### src/rtl/gtfmac_wrapper_syncer_filter.sv
// Multi-bit level synchroniser with per-bit stability filter, glitch flag and
// optional change-event pulses (rise/fall), enabled by GTFMAC_SYNCER_EDGE_PULSE_EN.
// Each bit runs through STAGES sync flops, then must hold a new level for
// FILTER_CYCLES consecutive cycles before dataout follows it.
module gtfmac_wrapper_syncer_filter #(
    parameter int unsigned WIDTH         = 1,
    parameter int unsigned STAGES        = 2,
    parameter int unsigned FILTER_CYCLES = 1,
    parameter logic        RESET_VALUE   = 1'b0
) (
    input  logic             clk,
    input  logic             reset,
    input  logic [WIDTH-1:0] datain,
    output logic [WIDTH-1:0] dataout,
    output logic [WIDTH-1:0] glitch
`ifdef GTFMAC_SYNCER_EDGE_PULSE_EN
    ,
    output logic [WIDTH-1:0] rise,
    output logic [WIDTH-1:0] fall
`endif
);

    localparam int unsigned CW = $clog2(FILTER_CYCLES + 1);
    localparam logic [CW-1:0] CNT_LAST = CW'(FILTER_CYCLES - 1);

    // Reject out-of-range configurations at elaboration
    if (STAGES < 2 || STAGES > 4) begin : g_bad_stages
        $error("gtfmac_wrapper_syncer_filter: STAGES must be 2..4");
    end
    if (FILTER_CYCLES < 1 || FILTER_CYCLES > 1024) begin : g_bad_filter
        $error("gtfmac_wrapper_syncer_filter: FILTER_CYCLES must be 1..1024");
    end

    (* ASYNC_REG = "TRUE" *) logic [STAGES-1:0][WIDTH-1:0] sync_q;
    logic [STAGES-1:0][WIDTH-1:0] sync_d;
    logic [WIDTH-1:0]             synced;
    logic [WIDTH-1:0]             dout_q, dout_d;
    logic [WIDTH-1:0]             glitch_q, glitch_d;
    logic [WIDTH-1:0][CW-1:0]     cnt_q, cnt_d;
`ifdef GTFMAC_SYNCER_EDGE_PULSE_EN
    logic [WIDTH-1:0]             rise_q, rise_d;
    logic [WIDTH-1:0]             fall_q, fall_d;
`endif

    assign synced = sync_q[STAGES-1];

    // Synchroniser chain shift
    always_comb begin
        sync_d    = sync_q;
        sync_d[0] = datain;
        for (int unsigned k = 1; k < STAGES; k++) begin
            sync_d[k] = sync_q[k-1];
        end
    end

    // Per-bit stability filter: count while synced differs, commit on the last count,
    // flag a glitch when the level returns before qualifying
    always_comb begin
        dout_d   = dout_q;
        glitch_d = '0;
        cnt_d    = cnt_q;
        for (int unsigned i = 0; i < WIDTH; i++) begin
            if (synced[i] != dout_q[i]) begin
                if (cnt_q[i] == CNT_LAST) begin
                    dout_d[i] = synced[i];
                    cnt_d[i]  = '0;
                end else begin
                    cnt_d[i] = cnt_q[i] + CW'(1);
                end
            end else begin
                glitch_d[i] = (cnt_q[i] != '0);
                cnt_d[i]    = '0;
            end
        end
    end

`ifdef GTFMAC_SYNCER_EDGE_PULSE_EN
    // Edge events coincide with the first cycle of the new dataout level
    always_comb begin
        rise_d = dout_d & ~dout_q;
        fall_d = ~dout_d & dout_q;
    end
`endif

    // State registers with synchronous active-low reset
    always_ff @(posedge clk) begin
        if (!reset) begin
            sync_q   <= {(STAGES*WIDTH){RESET_VALUE}};
            dout_q   <= {WIDTH{RESET_VALUE}};
            glitch_q <= '0;
            cnt_q    <= '0;
`ifdef GTFMAC_SYNCER_EDGE_PULSE_EN
            rise_q   <= '0;
            fall_q   <= '0;
`endif
        end else begin
            sync_q   <= sync_d;
            dout_q   <= dout_d;
            glitch_q <= glitch_d;
            cnt_q    <= cnt_d;
`ifdef GTFMAC_SYNCER_EDGE_PULSE_EN
            rise_q   <= rise_d;
            fall_q   <= fall_d;
`endif
        end
    end

    assign dataout = dout_q;
    assign glitch  = glitch_q;
`ifdef GTFMAC_SYNCER_EDGE_PULSE_EN
    assign rise    = rise_q;
    assign fall    = fall_q;
`endif

endmodule

### config.mk
export PLATFORM = sky130hd
export DESIGN_NAME = gtfmac_wrapper_syncer_filter
export DESIGN_NICKNAME = d
export VERILOG_FILES = /design/src/rtl/gtfmac_wrapper_syncer_filter.sv
export SDC_FILE = /design/constraint.sdc
export NUM_CORES = 1
export LEC_CHECK = 0
export CAP_MARGIN = 20
export CORE_AREA = 2 2 39 41
export CTS_BUF_LIST = sky130_fd_sc_hd__clkbuf_4
export CTS_CLUSTER_DIAMETER = 120
export DETAILED_ROUTE_END_ITERATION = 8
export DIE_AREA = 0 0 41 43
export SLEW_MARGIN = 10
export SYNTH_ARGS = -nofsm -noshare
export SYNTH_HDL_FRONTEND = slang
export SYNTH_SLANG_ARGS = --single-unit
### constraint.sdc
create_clock -name clk -period 1.83 [get_ports clk]
set_input_delay 0.366 -clock clk [delete_from_list [all_inputs] [get_ports clk]]
set_output_delay 0.366 -clock clk [all_outputs]
set_load 0.005 [all_outputs]
==> run_results.csv <==
group,metric,value,unit
global_route,antenna_found_initial,0,
drt,dr.pass1.iters,2,
synthesis,synth_xor_area_share,5.93,%
global_route,overflow,0,
power,p_leak,0.0963,nW
floorplan,die_area,0.00176,mm^2
clocking,cts_num_sinks,5,
setup_path,worstPathMaxFanout,3,
global_route,grt_pass1_wl,386,um
timing,rsz0062_at_grt,"no",
setup_path,slowest_stage,"clkdlybuf4s50_1",
run,maxCapViolations,0,
final_layout,layout_common_cells,"5 x dfxtp_1, 4 x clkbuf_4, 4 x clkdlybuf4s50_1, 2 x and2_1",
clocking,clk_pin_slew,0.04,ns
setup_path,critical_path.max_stage_delay,0.51,ns
floorplan,io_pins,5,
synthesis,synth-compound-area-share,0,%
place,gp_congestion,0.528,
floorplan,num_rows,14,
synthesis,ys_types,7,
setup_path,crit_chain,"clkdlybuf4s50_1",
place,port_buffers,4,
setup_path,cp_num_buf_inv,1,
clocking,htreeDepth,1,
drt,viasPerCell,2.61,
power,p_sw,0.0473,mW
power,p_comb_share,5.1,%
synthesis,syn_inst,12,
clocking,cts_setup_buffers,0,
synthesis,yosysTopAreaCell,"dfxtp_1",
synthesis,syn_avg_cell_area,12.3,um^2
clocking,numCtsBuffers,3,
floorplan,core_area,0.00138,mm^2
drt,drt-initial-drc-count,3,
power,vdd_drop_max,0.000436,V
synthesis,synth_top_cell_area_share,67.8,%
timing,fin_crit_sh,80.1,%
final_layout,area_growth,61.0,%
clocking,root_buffer,"clkbuf_4",
final_layout,num_antenna_cells,0,
timing,timing.final.crit_period,1.47,ns
global_route,grt_max_degree,5,
synthesis,ys_seq_elements,5,
clocking,clk-insertion-delay-late,0.24,ns
timing,max_clock_freq,682,MHz
timing,tns,0,ns
setup_path,endpoint_kind,"primary output",
timing,setup_viol,0,
power,clockPowerShare,51.5,%
timing,finalClockSkew,0.000308,ns
synthesis,netlist_top_cells_area,"dfxtp_1 68%, and2_1 8.5%, mux2i_1 6.8%, xnor2_1 5.9%, and3_1 4.2%",
final_layout,layout_commonest_cell,"dfxtp_1",
drt,ant_nets,0,
clocking,cts_hold_repair.buffers,0,
drt,drt-total-wl,196,um
outcome,status,"complete, no violations",
clocking,cts.path.max_buffers,2,
setup_path,cp_top_family,"buffers and inverters",
floorplan,die_w,41,um
timing,slew_violations,0,
synthesis,syn_area,148,um^2
setup_path,crit_arrival,1.10,ns
power,power_density,1130,mW/mm^2
synthesis,syn_nets,15,
power,p_int,0.222,mW
setup_path,critPathKind,"reg -> out",
synthesis,ys_warn_count,0,
synthesis,yosys.area_share.adder,0,%
synthesis,muxShareOfSynthArea,6.78,%
drt,via_count,94,
power,finalPower,0.269,mW
global_route,grt_usage,4.53,%
setup_path,cp.required,1.46,ns
worst_hold_path,min_path_type,"reg -> reg",
drt,drcViolationCount,0,
floorplan,initial_core_util,10.7,%
clocking,ctsResizeCount,0,
power,switching_share,17.6,%
final_layout,fillers,157,
drt,wl_per_cell,5.44,um
synthesis,synth_top_family_by_area,"simple AND/OR/NAND/NOR gates",
synthesis,seq_area_frac_synth,67.8,%
final_layout,final_nets,24,
final_layout,drive_above_1_share,20.0,%
floorplan,die_h,43,um
setup_path,start_kind,"flop",
global_route,first_global_vias,97,
clocking,tritoncts,"yes",
power,pwr-share-seq,43.4,%
synthesis,yosys.area_share.simple,16.9,%
timing,finalHoldViolCount,0,
## power by group through the flow
stage | registers [mW] | logic [mW] | clock network, mW
CTS | 0.117 | 0.0137 | 0.146
detailed placement | 0.119 | 0.0137 | 0
global placement | 0.118 | 0.0132 | 0
finish | 0.117 | 0.0136 | 0.139
floorplan | 0.119 | 0.00458 | 0
global route | 0.117 | 0.0155 | 0.163
## per-stage QoR
| step | hold slack [ns] | worst slack, ns | area [um^2] | util (%) | cells |
|---|---|---|---|---|---|
| after floorplan | 0.412 | 1.12 | 148 | - | 12 |
| after global placement | 0.415 | 0.610 | 208 | 15.0 | 32 |
| after detailed placement | 0.422 | 0.607 | 208 | 15.0 | 32 |
| after CTS | 0.431 | 0.343 | 238 | 17.2 | 36 |
| after global routing | 0.458 | 0.302 | 238 | 17.2 | 36 |
| final | 0.429 | 0.364 | 238 | 17.2 | 36 |
## synth_stat cells (all sizes together)
cell type / n
and2: 2
and3: 1
conb: 1
dfxtp: 5
mux2i: 1
nor2b: 1
xnor2: 1
## registers in the layout, indices dropped and copies added (netlist names)
signal and flops:
dataout 1, synced 1, cnt_q 1, glitch 1, sync_q 1
## layer usage
layer	track usage (%)	part of all wire (%)	vias up
li1	-	-	51
met1	3.88	48	34
met2	2.81	27	7
met3	9.42	20	2
met4	4.00	3.1	0
met5	0	0	-
## final cells by class
class	instances	area, um^2	area share [%]
timing repair buffer	4	40.0	16.8
tap	16	20.0	8.42
multi-input combinational	7	47.5	20.0
clock buffer	4	30.0	12.6
sequential	5	100	42.1
## logic make-up (layout without fill, tap and decap cells)
family / Yosys count / in the layout
XOR/XNOR: 1 / 1
buffers and inverters: 0 / 8
other: 1 / 1
multiplexers: 1 / 1
flip-flops: 5 / 5
AND/OR/NAND/NOR: 4 / 4
## path summary, 6_finish.rpt
path                                            from           endpoint  slack, ns  cells after the start
worst min register to register  sync_q[0]$_SDFF_PN0_  synced$_SDFF_PN0_       0.43                      1
worst min-delay path            sync_q[0]$_SDFF_PN0_  synced$_SDFF_PN0_       0.43                      1
worst max-delay path            dataout$_SDFFE_PN0P_            dataout       0.36                      1
worst max register to register  dataout$_SDFFE_PN0P_  glitch$_SDFF_PP0_       1.09                      2
Power figures use the tool's default switching activity.
